`config.mk`:
```
export PLATFORM = sky130hd
export DESIGN_NAME = fmap_rd_resp_flat
export DESIGN_NICKNAME = d
export VERILOG_FILES = /design/src/rtl/fmap_rd_resp_pkg.sv /design/src/rtl/fmap_rd_resp_if.sv /design/src/rtl/fmap_rd_resp_fifo.sv /design/src/rtl/fmap_rd_resp.sv /design/src/flat_wrapper.sv
export SDC_FILE = /design/constraint.sdc
export NUM_CORES = 1
export LEC_CHECK = 0
export BUFFER_PORTS_ARGS = -buffer_cell sky130_fd_sc_hd__buf_2
export CAP_MARGIN = 10
export CORE_ASPECT_RATIO = 1.5
export CORE_MARGIN = 1.5
export CORE_UTILIZATION = 25
export DETAILED_ROUTE_END_ITERATION = 8
export PLACE_DENSITY = 0.45
export SKIP_LAST_GASP = 1
export SLEW_MARGIN = 10
export SYNTH_ARGS = -nofsm -noshare
export SYNTH_HDL_FRONTEND = slang
export SYNTH_SLANG_ARGS = --single-unit
```
`constraint.sdc`:
```
create_clock -name clk -period 2.65 [get_ports clk]
set_input_delay 0.265 -clock clk [delete_from_list [all_inputs] [get_ports clk]]
set_output_delay 0.265 -clock clk [all_outputs]
set_load 0.05 [all_outputs]
```
`src/rtl/fmap_rd_resp_pkg.sv`:
```
// Shared types and helpers for the feature-map read responder.
// Burst length is decoded once here so queue and counters agree on the clamp.
package fmap_rd_pkg;

    typedef enum logic {
        IDLE  = 1'b0,
        BURST = 1'b1
    } rd_state_t;

    localparam int MAX_BURST_DEF  = 32;
    localparam int MAX_BURST_LOG2 = $clog2(MAX_BURST_DEF);

    function automatic logic burst_too_long(input logic [3:0] burst, input int max_log2);
        return int'(burst) > max_log2;
    endfunction

    // Out-of-range burst codes are clamped to the largest legal burst.
    function automatic int unsigned burst_len(input logic [3:0] burst, input int max_log2);
        if (burst_too_long(burst, max_log2)) begin
            return 32'd1 << max_log2;
        end
        return 32'd1 << burst;
    endfunction

endpackage

```
`src/rtl/fmap_rd_resp_if.sv`:
```
// Request (ar*) and beat (r*) channels between the address generator and the responder.
interface fmap_rd_resp_if #(
    parameter int AW = 32,
    parameter int DW = 16
) ();
    logic [AW-1:0] araddr;
    logic          arvalid;
    logic [3:0]    arburst;
    logic          arready;
    logic [DW-1:0] rdata;
    logic          rvalid;
    logic          rready;
    logic          rlast;

    modport master (
        output araddr, arvalid, arburst, rready,
        input  arready, rdata, rvalid, rlast
    );

    modport slave (
        input  araddr, arvalid, arburst, rready,
        output arready, rdata, rvalid, rlast
    );
endinterface

```
`src/rtl/fmap_rd_resp_fifo.sv`:
```
// Small synchronous FIFO with registered full/empty flags.
// A push while full is accepted only when a pop happens on the same edge.
module rd_fifo #(
    parameter int DEPTH = 2,
    parameter int W     = 8
) (
    input  logic         clk,
    input  logic         rst,
    input  logic         push,
    input  logic [W-1:0] din,
    input  logic         pop,
    output logic [W-1:0] dout,
    output logic         full,
    output logic         empty
);
    localparam int PW = (DEPTH > 1) ? $clog2(DEPTH) : 1;
    localparam int CW = $clog2(DEPTH + 1);

    logic [W-1:0]  mem_reg [DEPTH];
    logic [PW-1:0] wr_ptr_reg;
    logic [PW-1:0] rd_ptr_reg;
    logic [CW-1:0] count_reg;
    logic [CW-1:0] count_next;
    logic          full_reg;
    logic          empty_reg;
    logic          do_push;
    logic          do_pop;

    function automatic logic [PW-1:0] ptr_inc(input logic [PW-1:0] p);
        return (p == PW'(DEPTH - 1)) ? '0 : p + 1'b1;
    endfunction

    assign do_pop  = pop & ~empty_reg;
    assign do_push = push & (~full_reg | do_pop);

    always_comb begin
        count_next = count_reg;
        if (do_push && !do_pop) begin
            count_next = count_reg + 1'b1;
        end else if (do_pop && !do_push) begin
            count_next = count_reg - 1'b1;
        end
    end

    always_ff @(posedge clk) begin
        if (rst) begin
            wr_ptr_reg <= '0;
            rd_ptr_reg <= '0;
            count_reg  <= '0;
            full_reg   <= 1'b0;
            empty_reg  <= 1'b1;
        end else begin
            if (do_push) begin
                wr_ptr_reg <= ptr_inc(wr_ptr_reg);
            end
            if (do_pop) begin
                rd_ptr_reg <= ptr_inc(rd_ptr_reg);
            end
            count_reg <= count_next;
            full_reg  <= (count_next == CW'(DEPTH));
            empty_reg <= (count_next == '0);
        end
    end

    // Storage carries no reset; validity is tracked by the pointers alone.
    always_ff @(posedge clk) begin
        if (do_push) begin
            mem_reg[wr_ptr_reg] <= din;
        end
    end

    assign dout  = mem_reg[rd_ptr_reg];
    assign full  = full_reg;
    assign empty = empty_reg;
endmodule

```
`src/rtl/fmap_rd_resp.sv`:
```
// Feature-map read responder: queues one-cycle burst requests, reads SRAM word by
// word and returns each burst as a valid/ready beat stream with a last flag.
module fmap_rd_resp
    import fmap_rd_pkg::*;
#(
    parameter int AW        = 32,
    parameter int DW        = 16,
    parameter int MEM_AW    = 16,
    parameter int MAX_BURST = MAX_BURST_DEF,
    parameter int AQ_DEPTH  = 2
) (
    input  logic              clk,
    input  logic              rst,
    fmap_rd_resp_if.slave     rd,
    output logic              mem_en,
    output logic [MEM_AW-1:0] mem_addr,
    input  logic [DW-1:0]     mem_rdata,
    output logic              busy,
    output logic              ar_ovf,
    output logic              ar_len_err
);
    localparam int LG = $clog2(MAX_BURST);
    localparam int BW = (LG > 0) ? LG : 1;
    localparam int QW = AW + BW;
    localparam int OW = DW + 1;

    rd_state_t     state_reg;
    rd_state_t     state_next;
    logic [AW-1:0] addr_cnt_reg;
    logic [BW-1:0] beat_cnt_reg;
    logic [1:0]    credit_reg;
    logic          inflight_reg;
    logic          inflight_last_reg;
    logic          ar_ovf_reg;
    logic          ar_len_err_reg;

    logic          q_push;
    logic          q_pop;
    logic          q_full;
    logic          q_empty;
    logic [QW-1:0] q_din;
    logic [QW-1:0] q_dout;
    logic [BW-1:0] req_len_m1;
    logic [AW-1:0] head_addr;
    logic [BW-1:0] head_len_m1;

    logic          issue;
    logic          last_issue;

    logic          ob_push;
    logic          ob_pop;
    logic          ob_full;
    logic          ob_empty;
    logic [OW-1:0] ob_din;
    logic [OW-1:0] ob_dout;
    logic          bypass;
    logic          rvalid_int;
    logic          beat_taken;
    logic [DW-1:0] rdata_int;
    logic          rlast_int;

    // Queue entries hold length-1 so the beat counter loads directly.
    assign req_len_m1  = BW'(burst_len(rd.arburst, LG) - 32'd1);
    assign q_din       = {rd.araddr, req_len_m1};
    assign head_addr   = q_dout[QW-1:BW];
    assign head_len_m1 = q_dout[BW-1:0];
    // A request is also taken when the full queue is popped on the same edge.
    assign q_push      = rd.arvalid & (~q_full | q_pop);
    assign rd.arready  = ~q_full;

    rd_fifo #(
        .DEPTH (AQ_DEPTH),
        .W     (QW)
    ) u_req_q (
        .clk   (clk),
        .rst   (rst),
        .push  (q_push),
        .din   (q_din),
        .pop   (q_pop),
        .dout  (q_dout),
        .full  (q_full),
        .empty (q_empty)
    );

    always_ff @(posedge clk) begin
        if (rst) begin
            state_reg <= IDLE;
        end else begin
            state_reg <= state_next;
        end
    end

    always_comb begin
        state_next = state_reg;
        q_pop      = 1'b0;
        issue      = (state_reg == BURST) && (credit_reg < 2'd2);
        last_issue = issue && (beat_cnt_reg == '0);
        case (state_reg)
            IDLE: begin
                if (!q_empty) begin
                    q_pop      = 1'b1;
                    state_next = BURST;
                end
            end
            BURST: begin
                if (last_issue) begin
                    if (!q_empty) begin
                        q_pop = 1'b1;
                    end else begin
                        state_next = IDLE;
                    end
                end
            end
            default: state_next = IDLE;
        endcase
    end

    always_ff @(posedge clk) begin
        if (rst) begin
            addr_cnt_reg <= '0;
            beat_cnt_reg <= '0;
        end else if (q_pop) begin
            addr_cnt_reg <= head_addr;
            beat_cnt_reg <= head_len_m1;
        end else if (issue) begin
            addr_cnt_reg <= addr_cnt_reg + 1'b1;
            beat_cnt_reg <= beat_cnt_reg - 1'b1;
        end
    end

    assign mem_en   = issue;
    assign mem_addr = addr_cnt_reg[MEM_AW-1:0];

    // Credits count beats issued to SRAM but not yet handed downstream.
    always_ff @(posedge clk) begin
        if (rst) begin
            credit_reg        <= '0;
            inflight_reg      <= 1'b0;
            inflight_last_reg <= 1'b0;
        end else begin
            inflight_reg      <= issue;
            inflight_last_reg <= last_issue;
            case ({issue, beat_taken})
                2'b10:   credit_reg <= credit_reg + 1'b1;
                2'b01:   credit_reg <= credit_reg - 1'b1;
                default: credit_reg <= credit_reg;
            endcase
        end
    end

    // SRAM data goes straight out when the buffer is empty and downstream is ready.
    assign rvalid_int = ~ob_empty | inflight_reg;
    assign beat_taken = rvalid_int & rd.rready;
    assign bypass     = inflight_reg & ob_empty & rd.rready;
    assign ob_push    = inflight_reg & ~bypass & ~ob_full;
    assign ob_pop     = ~ob_empty & rd.rready;
    assign ob_din     = {mem_rdata, inflight_last_reg};

    rd_fifo #(
        .DEPTH (2),
        .W     (OW)
    ) u_out_buf (
        .clk   (clk),
        .rst   (rst),
        .push  (ob_push),
        .din   (ob_din),
        .pop   (ob_pop),
        .dout  (ob_dout),
        .full  (ob_full),
        .empty (ob_empty)
    );

    always_comb begin
        rdata_int = '0;
        rlast_int = 1'b0;
        if (!ob_empty) begin
            rdata_int = ob_dout[OW-1:1];
            rlast_int = ob_dout[0];
        end else if (inflight_reg) begin
            rdata_int = mem_rdata;
            rlast_int = inflight_last_reg;
        end
    end

    assign rd.rvalid = rvalid_int;
    assign rd.rdata  = rdata_int;
    assign rd.rlast  = rlast_int;

    always_ff @(posedge clk) begin
        if (rst) begin
            ar_ovf_reg     <= 1'b0;
            ar_len_err_reg <= 1'b0;
        end else begin
            if (rd.arvalid && !q_push) begin
                ar_ovf_reg <= 1'b1;
            end
            if (rd.arvalid && burst_too_long(rd.arburst, LG)) begin
                ar_len_err_reg <= 1'b1;
            end
        end
    end

    assign ar_ovf     = ar_ovf_reg;
    assign ar_len_err = ar_len_err_reg;
    assign busy       = ~q_empty | (state_reg == BURST) | rvalid_int;
endmodule

```
`src/flat_wrapper.sv`:
```
// flat-port wrapper written by rule: the top's interface ports become plain ports
module fmap_rd_resp_flat import fmap_rd_pkg::*;
#(
    parameter int AW        = 32,
    parameter int DW        = 16,
    parameter int MEM_AW    = 16,
    parameter int MAX_BURST = MAX_BURST_DEF,
    parameter int AQ_DEPTH  = 2
)
  (clk, rst, mem_en, mem_addr, mem_rdata, busy, ar_ovf, ar_len_err, rd_araddr, rd_arvalid, rd_arburst, rd_rready, rd_arready, rd_rdata, rd_rvalid, rd_rlast);
  fmap_rd_resp_if #(.AW(AW), .DW(DW)) rd_i ();
  input  logic clk;
  input  logic rst;
  output logic mem_en;
  output logic [MEM_AW-1:0] mem_addr;
  input  logic [DW-1:0] mem_rdata;
  output logic busy;
  output logic ar_ovf;
  output logic ar_len_err;
  input wire logic [$bits(rd_i.araddr)-1:0] rd_araddr;
  input wire logic [$bits(rd_i.arvalid)-1:0] rd_arvalid;
  input wire logic [$bits(rd_i.arburst)-1:0] rd_arburst;
  input wire logic [$bits(rd_i.rready)-1:0] rd_rready;
  output wire logic [$bits(rd_i.arready)-1:0] rd_arready;
  output wire logic [$bits(rd_i.rdata)-1:0] rd_rdata;
  output wire logic [$bits(rd_i.rvalid)-1:0] rd_rvalid;
  output wire logic [$bits(rd_i.rlast)-1:0] rd_rlast;
  assign rd_i.araddr = rd_araddr;
  assign rd_i.arvalid = rd_arvalid;
  assign rd_i.arburst = rd_arburst;
  assign rd_i.rready = rd_rready;
  assign rd_arready = rd_i.arready;
  assign rd_rdata = rd_i.rdata;
  assign rd_rvalid = rd_i.rvalid;
  assign rd_rlast = rd_i.rlast;
  fmap_rd_resp #(.AW(AW), .DW(DW), .MEM_AW(MEM_AW), .MAX_BURST(MAX_BURST), .AQ_DEPTH(AQ_DEPTH)) u_core (.clk(clk), .rst(rst), .rd(rd_i), .mem_en(mem_en), .mem_addr(mem_addr), .mem_rdata(mem_rdata), .busy(busy), .ar_ovf(ar_ovf), .ar_len_err(ar_len_err));
endmodule
```
==> results of run 1 <==
-- metal layers --
metal  vias up  wire length, um
met3        17              543
li1       1672                -
met2        83             5660
met5         -                0
met1      1639             4330
met4         0              240
-- stage by stage --
stage | cell area (sq um) | setup TNS, ns
final | 6240 | 0
after global routing | 6240 | 0
after CTS | 6240 | 0
after detailed placement | 5680 | 0
after global placement | 5680 | 0
after floorplan | 4950 | -0.962
-- cell usage after synthesis, types with 4 or more instances --
| cell | instances | share of area [%] |
|---|---|---|
| nor4_1 | 4 | 0.51 |
| nor3_1 | 5 | 0.51 |
| nand2b_1 | 5 | 0.63 |
| ha_1 | 5 | 1.3 |
| nor2b_1 | 8 | 1.0 |
| o21ai_0 | 22 | 2.2 |
| nand2_1 | 29 | 2.2 |
| xnor2_1 | 13 | 2.3 |
| nor2_1 | 42 | 3.2 |
| clkbuf_1 | 8 | 0.61 |
| nand4_1 | 5 | 0.63 |
| inv_1 | 6 | 0.46 |
| a211oi_1 | 20 | 3.0 |
| xor2_1 | 11 | 1.9 |
| dfxtp_1 | 42 | 17 |
| a211o_1 | 4 | 0.71 |
| a21oi_1 | 9 | 0.91 |
| a31oi_1 | 7 | 0.89 |
| edfxtp_1 | 76 | 46 |
| nand3_1 | 8 | 0.81 |
| mux2i_1 | 35 | 7.1 |
| buf_2 | 7 | 0.71 |
-- layout make-up --
class	count	share of cell area [%]
clock inverter	11	1.16
clock buffer	21	7.89
tap	256	5.13
sequential	118	50.0
inverter	7	0.421
timing repair buffer	88	7.85
multi-input combinational	262	27.5
-- power by group --
part / switching (uW) / internal, uW / leakage, uW
logic: 1930 / 847 / 0.000955
clock network: 810 / 1320 / 0.000267
registers: 314 / 2350 / 0.00104
total: 3060 / 4520 / 0.00226
-- cell families (layout without fill, tap and decap cells) --
group	Yosys count	after routing	synth area share, %
AND/OR/NAND/NOR	122	122	11.9
flip-flops	118	118	63.1
AO/OA/AOI/OAI	75	75	9.84
multiplexers	36	36	7.31
buffers and inverters	26	127	2.30
XOR/XNOR	24	24	4.25
adder cells (fa/ha/maj)	5	5	1.26
-- final timing paths --
path | slack, ns | startpoint | endpoint | depth (start not counted)
worst max-delay path | 0.45 | u_core.credit_reg[1]$_SDFFE_PP0P_ | mem_en | 3
worst min-delay path | 0.04 | rd_araddr[5] | u_core.u_req_q.mem_reg[0][10]$_DFFE_PP_ | 1
worst min register to register | 0.47 | u_core.ar_ovf$_SDFFE_PP0P_ | u_core.ar_ovf$_SDFFE_PP0P_ | 2
worst max register to register | 0.46 | u_core.beat_cnt_reg[0]$_SDFFE_PP0P_ | u_core.u_req_q.mem_reg[0][6]$_DFFE_PP_ | 7
==> results.md, run 1 <==
- Critical path's largest stage delay: ~0.56 ns
- Seq/Total Area, Yosys: 63.1%
- Ys flop type: edfxtp_1
- Hold buffer count at CTS: 0
- Post-CTS resize count: 0
- Initial antenna violation count: 0
- Vert. Die Dim: 175 um
- Critical-path cell list: nand2b_1 > inv_2 > buf_2
- VDD IR max: 0.000546 V
- PnR worst setup slack: 0.452 ns
- Initial Utilization: between 20 and 30%
- All-Layer GR Usage: 11.2%
- GR Layer Usage met2: 20.5%
- Most frequent cells in the layout: buf_2, edfxtp_1, dfxtp_1
- Final wirelength: 10800 um
- Post-synth EDFFs: 76
- Total power: 7580 uW
- Critical Path Source Type: flip-flop
- Grt ovf: 0
- Req. time, crit path: 2.38 ns
- Met3 usage: under 10%
- Final HPWL DP: 7440 um
- Seq. cell area: 3120 sq um
- Vias in the first global route: approximately 3600
- Worst-path fanout max: 14
- # setup viols final: 0
- Mean Syn Cell Area: 12.2 sq um
- Hold Crit Class: in2reg
- Layout area overhead: 26.2%
- Post-Syn Instances: 406
- Layout cells sized above 1: 25.2%
- Clock skew: about 0.005 ns
- Most common cell after layout, fill and taps aside: buf_2
- Width of the die: 118 um
- Netlist cell types: 46
- First-pass DRT Iterations: 4
- H-tree levels: 4
- Total power density per cell area: 1210 nW/um^2
- PortBufs: a little under 80
- Drt initial violations: 140
- Post-CTS Setup Inserts: 0
- M1 GR Usage: between 10% and 20%
- Max Cap Viol: 0
- Syn_nets: about 470
- Antenna diode count: 0
- Nets: 555
- Min Tclk post-route: 2.20 ns
- Core Util, Final: 32.5%
- Status: completed
- Final worst path period share: 82.9%
- Area of the multi-input gates: 1720 sq um
- Routed len/inst: 14.1 um
- Max reg flops: 42
- Largest net degree at the start of global routing: 30
- Yosys warnings: 0
- Crit end category: output pin
- Slew Limit Fails: 0
- Slowest CP cell: nand2b_1
- Die ar.: 20700 sq um
- Static leakage: 0.00226 uW
- Finished Layout Cells: between 700 and 800
- Via count: ~3400
- Top Usage Layer GRT: met2
- Std cell rows: 62
- Sink Count: roughly 120
- Crit path max-delay family: simple AND/OR/NAND/NOR gates
- Clock slew at reported path FFs: 0.06 ns
- Post-Place Worst Slack: 0.475 ns
- First-pass GRT wire length: 17800 um
- DR DRC count: 0
- Critical path class: reg2out
- Max Clk Rate: roughly 0.46 GHz
- Worst path bufs/invs: 2
- RSZ-0062 raised after global routing: no
- Vias per Instance: 4.47
- Ports: 95
- Slew @ Worst Pin: between 0.6 and 0.7 ns
- Max Buffers Root-to-Sink: 2
- Synth Cell Area: 4950 sq um
- Final Wtd Congestion: 0.764
- Fin. Hold Viols: 0
- Skew-Pair Late Insertion Delay: 0.41 ns
- Hold slack: around 0.037 ns
- Max_slew headroom: 55.9%
- CTS tree: done
- Async SR Flop Fraction: 0%
- Fillers: 2021
- Total CTS buffers: 17
- Antenna Nets Post-Route: 0
- Data arrival, critical path: 1.93 ns
- Yosys reg bits: 118
- Root buffer cell: clkbuf_16
- Placed cells: 731
- Core ar.: 19200 sq um
Note: power is estimated with default switching activity, not from simulation.
==> run 2: changes to the inputs <==
--- a/config.mk
+++ b/config.mk
@@ -5,6 +5,7 @@
 export SDC_FILE = /design/constraint.sdc
 export NUM_CORES = 1
 export LEC_CHECK = 0
+export ABC_AREA = 1
 export BUFFER_PORTS_ARGS = -buffer_cell sky130_fd_sc_hd__buf_2
 export CAP_MARGIN = 10
 export CORE_ASPECT_RATIO = 1.5
==> constraint.sdc (replaced) <==
create_clock -name clk -period 1.9 [get_ports clk]
set_input_delay 0.19 -clock clk [delete_from_list [all_inputs] [get_ports clk]]
set_output_delay 0.19 -clock clk [all_outputs]
set_load 0.05 [all_outputs]
==> run 2 against run 1 <==
Net effect:
- via count grew 20%
- setup slack lost 0.36 ns
- area after synthesis grew 4.1%
- largest power group unchanged
- count of clock-buffer cells in the layout shrank 4
- critical path depth grew 1
- clock power grew 41%
==> results.md, run 2 <==
- Sink Count: 118
- Drt initial violations: between 200 and 250
- Top Usage Layer GRT: met2
- RSZ-0062 raised after global routing: no
- GR Layer Usage met2: 23.6%
- Vias in the first global route: roughly 4100
- Crit end category: output pin
- Data arrival, critical path: 1.62 ns
- Clock slew at reported path FFs: approximately 0.060 ns
- Ports: 95
- VDD IR max: 0.000744 V
- Final HPWL DP: 8900 um
- Async SR Flop Fraction: 0%
- Slowest CP cell: dfxtp_1
- Static leakage: 0.00276 uW
- Total CTS buffers: 17
- Total power density per cell area: approximately 1500 nW/um^2
- Finished Layout Cells: a little over 900
- # setup viols final: 0
- Flop pwr share: 34.4%
- Initial antenna violation count: 0
- Layout cells sized above 1: roughly a quarter
- Via count: 4096
- Max Clk Rate: 0.554 GHz
- Core ar.: 20300 sq um
- First-pass GRT wire length: 20700 um
- Largest net degree at the start of global routing: 35
- Max_slew headroom: between 70% and 80%
- Hold Crit Class: in2reg
- Final Wtd Congestion: 0.792
- Antenna diode count: 0
- Fin. Hold Viols: 0
- FF-to-FF setup slack: 0.15 ns
- Max Buffers Root-to-Sink: 2
- R2r endpoint: u_core.u_req_q.mem_reg[1][17]$_DFFE_PP_
- First-pass DRT Iterations: 4
- Seq/Total Area, Yosys: between 60% and 70%
- Hold slack: roughly 0.13 ns
- Layout area overhead: 34.3%
- Worst hold start: rd_arburst[2]
- CTS tree: done
- Switching part of the total: 40.2%
- Post-synth EDFFs: 76
- Critical path class: reg2out
- Combinational Power Share: 36.2%
- Netlist cell types: 39
- Worst-path fanout max: 17
- Req. time, crit path: 1.71 ns
- Root buffer cell: clkbuf_16
- Routed len/inst: 13.6 um
- Initial Utilization: 25.3%
- Width of the die: 120 um
- M1 GR Usage: 13.6%
- Reg2reg path depth: 9
- Skew-Pair Late Insertion Delay: 0.41 ns
- Max reg flops: 42
- Most common cell after layout, fill and taps aside: nand2_1
- DR DRC count: 0
- Hold-critical path depth: 3
- Post-Syn Instances: 532
- Setup TNS: 0 ns
- Max Cap Viol: 0
- PortBufs: 78
- Internal power: 6120 uW
- Hold path endpoint: u_core.u_req_q.mem_reg[1][3]$_DFFE_PP_
- Mean Syn Cell Area: 9.68 sq um
- Top-count cell post-synth: nand2_1
- Final wirelength: 12600 um
- Vert. Die Dim: between 150 and 200 um
- Net Sw Power: 4120 uW
- Largest cells by area after synthesis: edfxtp_1, dfxtp_1, nand2_1
- Slew Limit Fails: 0
- Nets: 715
- Met3 usage: 2.39%
- Antenna Nets Post-Route: 0
- Critical path's largest stage delay: approximately 0.36 ns
- Critical Path Source Type: flip-flop
- Clock skew: 0.00846 ns
- Synth Cell Area: 5150 sq um
- H-tree levels: 4
- Critical-path cell list: buf_6 > nor2_1 > o31ai_1 > buf_2
- Top cell type's share of synthesized area: 44.3%
- Ys flop type: edfxtp_1
- Grt ovf: 0
- Std cell rows: 64
- Top cells by count, synth: nand2_1, nor2_1, edfxtp_1
- Clock power share: 29.3%
- Vias per Instance: 4.40
- Min Tclk post-route: 1.81 ns
- Placed cells: 867
- Status: completed
- Biggest area consumer among synthesized cells: edfxtp_1
- Slew @ Worst Pin: around 0.38 ns
- Yosys reg bits: 118
- Most frequent cells in the layout: nand2_1, buf_2, edfxtp_1
- Syn_nets: about 590
- All-Layer GR Usage: 12.6%
- Post-CTS Setup Inserts: 0
- Die ar.: roughly 21000 sq um
- Final worst path period share: 95.1%
- Yosys warnings: 0
- FF-to-FF Start: u_core.beat_cnt_reg[0]$_SDFFE_PP0P_
-- run 2: changes by cell type after synthesis, moves of 5 or more --
cell,delta
o31ai_1,+16
xnor2_1,-9
nand2_1,+55
a211oi_1,-18
inv_1,+35
mux2i_1,-35
o21ai_1,+5
nor2b_1,-8
nand3_1,+32
o21ai_0,+12
nor2_1,+37
nand2b_1,-5
a21oi_1,+13
-- run 2: cells by family (layout without fill, tap and decap cells) --
logic type      count (synthesis)  count (layout)  share of synthesized area [%]
simple gates                  234             234                           19.7
flops                         118             118                           60.6
compound gates                 97              97                           11.0
buf+inv                        67             202                           5.51
xor+xnor                       11              11                           1.87
fa+ha+maj                       5               5                           1.21
-- run 2: stage by stage --
step	setup WS (ns)	cell area (sq um)	utilization, %	total power, uW
3_3_place_gp	0.0662	6020	29.6	7230
6_report	0.0936	6910	34.0	10200
3_5_place_dp	0.0381	6020	29.6	7300
4_1_cts	0.0243	6900	33.9	10400
5_1_grt	0.0104	6910	34.0	10900
2_1_floorplan	-0.0553	5230	-	6280
-- run 2: repair_timing --
action	4_1_cts	5_1_grt
cloned	0	0
hold buffers	32	0
endpoints found under the setup margin	17	58
endpoints found under the hold margin	64	0
resized for setup	2	3
-- run 2: worst max-delay path by stage --
stage	end	start	cells past startpoint
2_1_floorplan	rd_rdata[15]	flip-flop	4
3_3_place_gp	u_core.u_req_q.mem_reg[1][17]$_DFFE_PP_	u_core.beat_cnt_reg[0]$_SDFFE_PP0P_	9
3_5_place_dp	u_core.u_req_q.mem_reg[1][17]$_DFFE_PP_	u_core.beat_cnt_reg[0]$_SDFFE_PP0P_	9
4_1_cts	rd_rdata[6]	flip-flop	4
5_1_grt	rd_rlast	flip-flop	4
6_report	rd_rdata[1]	flip-flop	4
-- run 2: area by class of cell --
cell class / instances / area, sq um
Clock buffer: 17 / 425
Clock inverter: 15 / 130
Fill cell: 2137 / 13400
Sequential cell: 118 / 3120
Multi-Input combinational cell: 347 / 1830
Tap cell: 264 / 330
Inverter: 43 / 163
Timing Repair Buffer: 127 / 910
-- run 2: critical path: cells and delay by family (launching register included) --
kind                   cells  cell delay, ns
AOI/OAI and AO/OA          1            0.25
and+or+nand+nor            1            0.07
DFF                        1            0.36
buffers and inverters      2            0.52
-- run 2: power groups by stage --
stage | Sequential [uW] | Clock, uW | Combinational (uW)
global route | 3590 | 3200 | 4120
global placement | 3570 | 0 | 3660
floorplan | 3930 | 0 | 2340
detailed placement | 3580 | 0 | 3720
finish | 3530 | 3000 | 3710
CTS | 3540 | 3100 | 3780
-- run 2: metal layers --
layer | up-vias | part of all wire (%)
li1 | 2076 | -
met1 | 1922 | 42
met2 | 83 | 54
met3 | 15 | 2.9
met4 | 0 | 1.8
met5 | - | 0
